## src/rtl/i2c_arb.sv

```systemverilog
// rtl/i2c_arb.sv - round-robin arbiter/sequencer sharing one i2c_ctrl engine among NREQ requesters
// Write-NACK retry is compiled in when I2C_ARB_RETRY_EN is defined.
module i2c_arb #(
   parameter int NREQ      = 4,
   parameter int RETRY_MAX = 3
) (
   input  logic              clk,
   input  logic              rst,
   input  logic              i2c_strobe,
   input  logic [NREQ-1:0]   req,
   input  logic [NREQ-1:0]   req_rdwr,
   input  logic [7*NREQ-1:0] req_i2c_addr,
   input  logic [8*NREQ-1:0] req_reg_addr,
   input  logic [5*NREQ-1:0] req_len,
   input  logic [8*NREQ-1:0] req_wrdata,
   output logic [NREQ-1:0]   gnt,
   output logic [NREQ-1:0]   done,
   output logic [NREQ-1:0]   err,
   output logic [7:0]        rddata,
   output logic              ctrl_enable,
   output logic [6:0]        ctrl_i2c_addr,
   output logic              ctrl_rdwr,
   output logic [7:0]        ctrl_reg_addr,
   output logic [4:0]        ctrl_reg_len,
   output logic [7:0]        ctrl_reg_wrdata,
   input  logic [7:0]        ctrl_reg_rddata,
   input  logic              ctrl_reg_done,
   input  logic              ctrl_i2c_ack
);
   localparam int IW = (NREQ > 1) ? $clog2(NREQ) : 1;

   if (NREQ < 2 || NREQ > 8 || RETRY_MAX < 0 || RETRY_MAX > 7) begin : g_bad_param
      $error("i2c_arb: NREQ must be 2..8 and RETRY_MAX 0..7");
   end

   typedef enum logic [1:0] {S_IDLE, S_LAUNCH, S_WAIT, S_EVAL} state_t;
   state_t state, state_nxt;

   logic [IW-1:0] ptr;
   logic [IW-1:0] gidx;
   logic [IW-1:0] win_idx;
   logic          win_valid;
   logic [6:0]    win_i2c_addr;
   logic [7:0]    win_reg_addr;
   logic [4:0]    win_len;
   logic [7:0]    win_wrdata;
   logic          win_rdwr;
   logic          done_prev;
   logic          done_rise;
   logic          cap_ack;
   logic [7:0]    cap_rddata;
   logic          force_err;
   logic          retry_avail;
   logic          grant;
   logic          ev_ok;
   logic          ev_fail;
   logic          ev_retry;

   function automatic logic [IW-1:0] rot(input logic [IW-1:0] base, input int off);
      int j;
      j = int'(base) + off;
      if (j >= NREQ) j = j - NREQ;
      return IW'(j);
   endfunction

   // Scan downward so the smallest offset from ptr is the last (winning) assignment.
   always_comb begin
      win_valid = 1'b0;
      win_idx   = '0;
      for (int k = NREQ - 1; k >= 0; k--) begin
         if (req[rot(ptr, k)]) begin
            win_valid = 1'b1;
            win_idx   = rot(ptr, k);
         end
      end
   end

   assign win_i2c_addr = req_i2c_addr[7*win_idx +: 7];
   assign win_reg_addr = req_reg_addr[8*win_idx +: 8];
   assign win_len      = req_len[5*win_idx +: 5];
   assign win_wrdata   = req_wrdata[8*win_idx +: 8];
   assign win_rdwr     = req_rdwr[win_idx];

   assign done_rise = ctrl_reg_done & ~done_prev;

`ifdef I2C_ARB_RETRY_EN
   logic [2:0] retry_cnt;

   always_ff @(posedge clk) begin
      if (rst)           retry_cnt <= '0;
      else if (grant)    retry_cnt <= '0;
      else if (ev_retry) retry_cnt <= retry_cnt + 3'd1;
   end

   assign retry_avail = (retry_cnt < 3'(RETRY_MAX));
`else
   assign retry_avail = 1'b0;
`endif

   always_ff @(posedge clk) begin
      if (rst) state <= S_IDLE;
      else     state <= state_nxt;
   end

   always_comb begin
      state_nxt = state;
      case (state)
         S_IDLE:   if (win_valid) state_nxt = (win_len == 5'd0) ? S_EVAL : S_LAUNCH;
         S_LAUNCH: if (i2c_strobe) state_nxt = S_WAIT;
         S_WAIT:   if (done_rise) state_nxt = S_EVAL;
         S_EVAL:   state_nxt = ev_retry ? S_LAUNCH : S_IDLE;
         default:  state_nxt = S_IDLE;
      endcase
   end

   // The final ack slot of a read is the master's own NACK, so only writes can fail on it.
   always_comb begin
      grant    = 1'b0;
      ev_ok    = 1'b0;
      ev_fail  = 1'b0;
      ev_retry = 1'b0;
      case (state)
         S_IDLE: grant = win_valid;
         S_EVAL: begin
            if (force_err)                   ev_fail  = 1'b1;
            else if (!ctrl_rdwr && cap_ack) begin
               if (retry_avail)              ev_retry = 1'b1;
               else                          ev_fail  = 1'b1;
            end else                         ev_ok    = 1'b1;
         end
         default: ;
      endcase
   end

   always_ff @(posedge clk) begin
      if (rst) begin
         ptr             <= '0;
         gidx            <= '0;
         gnt             <= '0;
         done            <= '0;
         err             <= '0;
         rddata          <= '0;
         ctrl_enable     <= 1'b0;
         ctrl_i2c_addr   <= '0;
         ctrl_rdwr       <= 1'b0;
         ctrl_reg_addr   <= '0;
         ctrl_reg_len    <= '0;
         ctrl_reg_wrdata <= '0;
         done_prev       <= 1'b0;
         cap_ack         <= 1'b0;
         cap_rddata      <= '0;
         force_err       <= 1'b0;
      end else begin
         done        <= '0;
         err         <= '0;
         done_prev   <= ctrl_reg_done;
         ctrl_enable <= (state_nxt == S_LAUNCH);
         if (grant) begin
            gidx            <= win_idx;
            gnt             <= {{(NREQ-1){1'b0}}, 1'b1} << win_idx;
            ctrl_i2c_addr   <= win_i2c_addr;
            ctrl_rdwr       <= win_rdwr;
            ctrl_reg_addr   <= win_reg_addr;
            ctrl_reg_len    <= win_len;
            ctrl_reg_wrdata <= win_wrdata;
            force_err       <= (win_len == 5'd0);
         end
         if (state == S_WAIT && done_rise) begin
            cap_ack    <= ctrl_i2c_ack;
            cap_rddata <= ctrl_reg_rddata;
         end
         if (ev_ok || ev_fail) begin
            gnt <= '0;
            ptr <= (gidx == IW'(NREQ - 1)) ? '0 : gidx + 1'b1;
            if (ev_ok) begin
               done[gidx] <= 1'b1;
               if (ctrl_rdwr) rddata <= cap_rddata;
            end else begin
               err[gidx] <= 1'b1;
            end
         end
      end
   end
endmodule

```

## config.mk

```make
export PLATFORM = sky130hd
export DESIGN_NAME = i2c_arb
export DESIGN_NICKNAME = d
export VERILOG_FILES = /design/src/rtl/i2c_arb.sv
export SDC_FILE = /design/constraint.sdc
export NUM_CORES = 1
export LEC_CHECK = 0
export CORE_UTILIZATION = 43
export CTS_BUF_LIST = sky130_fd_sc_hd__clkbuf_4
export CTS_CLUSTER_DIAMETER = 80
export DETAILED_ROUTE_END_ITERATION = 8
export GPL_TIMING_DRIVEN = 0
export PLACE_DENSITY = 0.87
export SETUP_SLACK_MARGIN = 0.1
export SLEW_MARGIN = 10
export SYNTH_ARGS = -nofsm -noshare
export SYNTH_HDL_FRONTEND = slang
export SYNTH_SLANG_ARGS = --single-unit
```

## constraint.sdc

```tcl
create_clock -name clk -period 4.9 [get_ports clk]
set_clock_uncertainty 0.2 [all_clocks]
set_input_delay 1.47 -clock clk [delete_from_list [all_inputs] [get_ports clk]]
set_output_delay 1.47 -clock clk [all_outputs]
set_load 0.03 [all_outputs]
```

After elaboration in Yosys (flattened, before gate mapping)
Cells that the tools add are included.
{"block": "op_classes", "n_mul": 2, "add_sub_neg": 8, "reduce_logical": 11, "order_cmp": 11, "bitwise_logic": 4, "shifts": 5, "n_eq_ne": 5, "n_mux": 37}
{"operator": "$shiftx 32x6->8", "n": 2}
{"operator": "$shiftx 28x6->7", "n": 1}
{"operator": "$mux 2", "n": 13}
{"operator": "$shiftx 20x6->5", "n": 1}
{"operator": "$lt 2x3->1 const B", "n": 6}
{"operator": "$mux 1", "n": 17}
{"operator": "$bmux 1 s2", "n": 5}
{"operator": "$mul 3x2->5 const A", "n": 2}
{"operator": "$ge 3x3->1 const B", "n": 3}
{"operator": "$pmux 2 s4", "n": 1}
{"operator": "$sub 2x1->2 const B", "n": 4}
{"operator": "$add 2x2->3 const B", "n": 2}
{"operator": "$eq 2x2->1 const B", "n": 3}
{"operator": "$reduce_or 3->1", "n": 2}
{"operator": "$logic_not 5->1", "n": 1}
{"operator": "$eq 2x1->1 const B", "n": 2}
{"operator": "$shl 1x2->4 const A", "n": 1}
{"operator": "$add 2x1->3 const B", "n": 1}
{"operator": "$ge 2x3->1 const B", "n": 1}
{"operator": "$logic_and 1x1->1", "n": 3}
{"operator": "$not 1->1", "n": 3}
{"operator": "$reduce_and 3->1", "n": 1}
{"operator": "$add 2x1->2 const B", "n": 1}
{"operator": "$demux 1 s2", "n": 1}
{"operator": "other kinds (6)", "n": 6}
{"block": "word_totals", "register_bits": 67, "input_bits": 133, "word_cells": 100}

Longest topological paths before layout
{"block": "logic_depth", "depth_word": 16, "mapped_depth": 10, "ltp_nobuf": 7}

Least setup slack after synthesis
No wires, ideal clock.
{"block": "synth_path", "path_kind": "input port to flip-flop", "start": "input req[0]", "end": "register ctrl_enable", "stages": 9, "path_buffers": 2, "t_arrival_ns": 3.391, "setup_time_ns": 0.115, "path_slack_ns": 1.194, "required_ns": 4.585, "cell_sequence": "nor2b_4 or4_4 buf_6 and2_4 buf_6 a211o_1 a222oi_1 nand4_1 and3_1"}
{"block": "synth_between", "elab_chain_cells": 13}
{"item": "from (decl)", "line": "10", "text": "input logic [NREQ-1:0] req,"}
{"item": "$bmux 1 s2", "line": "71", "text": "if (req[rot(ptr, k)]) begin"}
{"item": "$mux 1 (implied by the code)", "line": "71"}
{"item": "$mux 2 (4 in series)", "line": "71"}
{"item": "$mul 3x2->5", "line": "80", "text": "assign win_len = req_len[5*win_idx +: 5];"}
{"item": "$shiftx 20x6->5", "line": "80"}
{"item": "$logic_not 5->1", "line": "108", "text": "S_IDLE: if (win_valid) state_nxt = (win_len == 5'd0) ? S_EVAL : S_LAUNCH;"}
{"item": "$mux 2", "line": "108"}
{"item": "$mux 2 *", "line": "108"}
{"item": "$pmux 2 s4 *", "line": "107", "text": "case (state)"}
{"item": "$eq 2x1->1 *", "line": "157", "text": "ctrl_enable <= (state_nxt == S_LAUNCH);"}
{"item": "to (signal assigned)", "line": "157"}
{"item": "to (decl)", "line": "20", "text": "output logic ctrl_enable,"}
Mark *: on every way between the ends. The rest lies on a longest branch, timed or not. The select of a mux whose other input is x is not followed.
A chain may end at the register's enable or synchronous reset.

Worst setup path in the final report
Ends and elaborated chain as after synthesis.

==> out/metrics.yaml <==
ys_warn_count: 0
r2r_start: "ptr[1]$_SDFFE_PP0N_"
avgSynthCellArea_um2: 8.67
first_pass_iters: 6
placement.io_buffers: 182
num_vias: 3652
cts_buffers: 9
synth_flop_cell: "dfxtp_1"
netSwitchingFraction_pct: 30.5
worst_slew_pin_slew_ps: 885
post_drt_wl_per_cell_um: 16.0
drv_slew: 0
seq_area_frac_synth_pct: 41.6
whs_ps: 264
fin_crit_sh_pct: 87.8
die_h_um: 88.6
row_count: 31
worst-r2r-setup-slack_ps: 1700
ys_top_cells_by_area: "dfxtp_1, mux2_2, a222oi_1"
cts_sinks: 67
drive_above_1_share_pct: 9.30
drt_iter0_drc: 199
power.total_mw: 1.59
p_switching_uw: 484
seqPwrFrac_pct: 38.7
multi_input_area_um2: 1710
period_minus_slack_ps: 4300
syn_inst: 372
gp_congestion: 0.808
cts-root-buf: "clkbuf_4"
die-area_um2: 7850
num-fill-cells: 562
grt_pass1_vias: 3579
worstPathMaxFanout: 10
path_clk_slew_ps: 120
clockBufferDepth: 2
synth_area_um2: 3230
core_area_um2: 7250
ir_drop_v: 0.000154
die_w_um: 88.6
required_ps: 5010
status: "complete, no violations"
cts_tree: "yes"
grt_pass1_wl_um: 16400
p_int_mw: 1.10
cap_viol_max_count: 0
power.density_nw_per_um2: 296
min_to: "rddata[4]$_SDFFE_PP0P_"
grt_max_degree: 13
final_core_utilization_pct: 73.9
rsz0062_at_grt: "false"
area_delta_synth_final_pct: 66.2
wirelength_um: 10700
drc: 0
combPwrFrac_pct: 31.5
hpwlAfterDp_um: 8370
diodes: 0
p_clk_share_pct: 29.8
critPathKind: "input pin to register"
grt.overflow.total: 0
cts_hold_buf: 0
drt-met1-wl_um: 3970
ys_top_cells_by_count: "dfxtp_1, nand2_1, nor2_1"
relSlewSlack_pct: 40.5
synth_top_area_share_pct: 41.6
synth_edf_count: 0
yosysMostFrequentCell: "dfxtp_1"
nets: 702
routed_via_density: 5.46
endpoint_kind: "register"
clock_latency_ps: 400
regArea_um2: 1340
synth_nets: 509
initial_core_util_pct: 44.5
wl_met3_um: 817
finalHoldViolations: 0
top_layer: "met4"
drtAntennaViolNets: 0
r2r_end: "ctrl_enable$_SDFF_PP0_"
cts_setup_buffers: 0
cts_resized: 0
grtUsageTotal_pct: 27.4
cp-start-kind: "input pin"
max_freq_mhz: 233
yosys.area.top_type: "dfxtp_1"
hp-start: "cap_rddata[4]$_SDFFE_PP0P_"
ctsHtreeMaxLevel: 3
antenna_found_initial: 0
async_reset_ff_share_pct: 0
pin_count: 183
ys_seq_elements: 67
finalSetupViolations: 0
hp-class: "register to register"
min_path_cells: 2
critPathArrivalTime_ps: 4410
power.leakage_nw: 1.96
setup_tns_ps: 0
synth_cell_types: 40
wl_met2_um: 5770
r2r_cells: 9
==> sequential cells by signal (all words and copies together) (netlist names) <==
register,cells
cap_ack,1
cap_rddata,8
ctrl_enable,1
ctrl_i2c_addr,7
ctrl_rdwr,1
ctrl_reg_addr,8
ctrl_reg_len,5
ctrl_reg_wrdata,8
done,4
done_prev,1
err,4
force_err,1
gidx,2
gnt,4
ptr,2
rddata,8
state,2
==> worst max-delay path, stage by stage <==
cell and delay [ps]:
clkdlybuf4s50_1 620, nor2b_1 80, o211ai_1 520, and2_4 250, buf_6 120, buf_2 260
o211ai_1 150, a222oi_1 440, nand4_1 240, and3_1 250
==> logic make-up after synthesis <==
| kind of cell | Yosys count | share of synthesized area (%) |
|---|---|---|
| simple gates | 128 | 18.2 |
| buf+inv | 40 | 5.35 |
| compound gates | 104 | 23.4 |
| fa+ha+maj | 4 | 1.55 |
| mux | 29 | 10.0 |
| flops | 67 | 41.6 |
==> layout by cell type, fill, tap and decap left out, types with 2 or more instances in the layout <==
cell type / n
a211o_1: 3
a211oi_1: 23
a21boi_0: 3
a21oi_1: 35
a222oi_1: 24
a31oi_1: 2
and2_1: 8
and3_1: 2
buf_2: 6
buf_6: 2
bufinv_16: 3
clkbuf_1: 22
clkbuf_4: 10
clkdlybuf4s50_1: 182
clkinvlp_4: 2
dfxtp_1: 67
ha_1: 4
inv_1: 9
mux2_2: 26
mux2i_1: 3
nand2_1: 54
nand2b_1: 3
nand3_1: 7
nor2_1: 36
nor2b_1: 3
nor3_1: 5
o211ai_1: 4
o21a_1: 3
o22ai_1: 2
or3_1: 2
==> worst max path at each step <==
stage                       from                endpoint  slack, ps  depth (start not counted)
after floorplan           req[0]  ctrl_enable$_SDFF_PP0_       1190                          9
after detailed placement  req[0]  ctrl_enable$_SDFF_PP0_        300                         10
after global routing      req[0]  ctrl_enable$_SDFF_PP0_        470                          9
after global placement    req[0]  ctrl_enable$_SDFF_PP0_        350                         10
after CTS                 req[0]  ctrl_enable$_SDFF_PP0_        720                         10
final                     req[0]  ctrl_enable$_SDFF_PP0_        600                         10
==> area by class of cell <==
class / instances / area share, %
tap: 99 / 2.31
buffer: 31 / 2.59
sequential: 67 / 25.0
multi-input combinational: 265 / 31.9
clock buffer: 10 / 1.40
clock inverter: 6 / 2.12
timing repair buffer: 182 / 34.0
inverter: 9 / 0.630
==> layer usage <==
| layer | vias to the layer above | GRT usage [%] |
|---|---|---|
| met4 | 0 | 9.53 |
| met2 | 178 | 52.7 |
| li1 | 1753 | - |
| met1 | 1703 | 29.0 |
| met3 | 18 | 6.72 |
| met5 | - | 0 |
==> metrics by stage <==
step,instance area (um2),std cells,worst slack (ps)
floorplan,3230,372,1190
CTS,5360,669,721
detailed placement,5170,653,296
global route,5360,669,469
finish,5360,669,599
global placement,5170,653,349
==> power by group through the flow <==
| stage | Clock, mW | Sequential, mW | Combinational [mW] |
|---|---|---|---|
| after floorplan | 0 | 0.697 | 0.186 |
| after global placement | 0 | 0.625 | 0.489 |
| after detailed placement | 0 | 0.626 | 0.497 |
| after CTS | 0.476 | 0.614 | 0.500 |
| after global routing | 0.499 | 0.620 | 0.533 |
| final | 0.472 | 0.615 | 0.500 |
No activity file was read; power rests on OpenSTA's default activity.
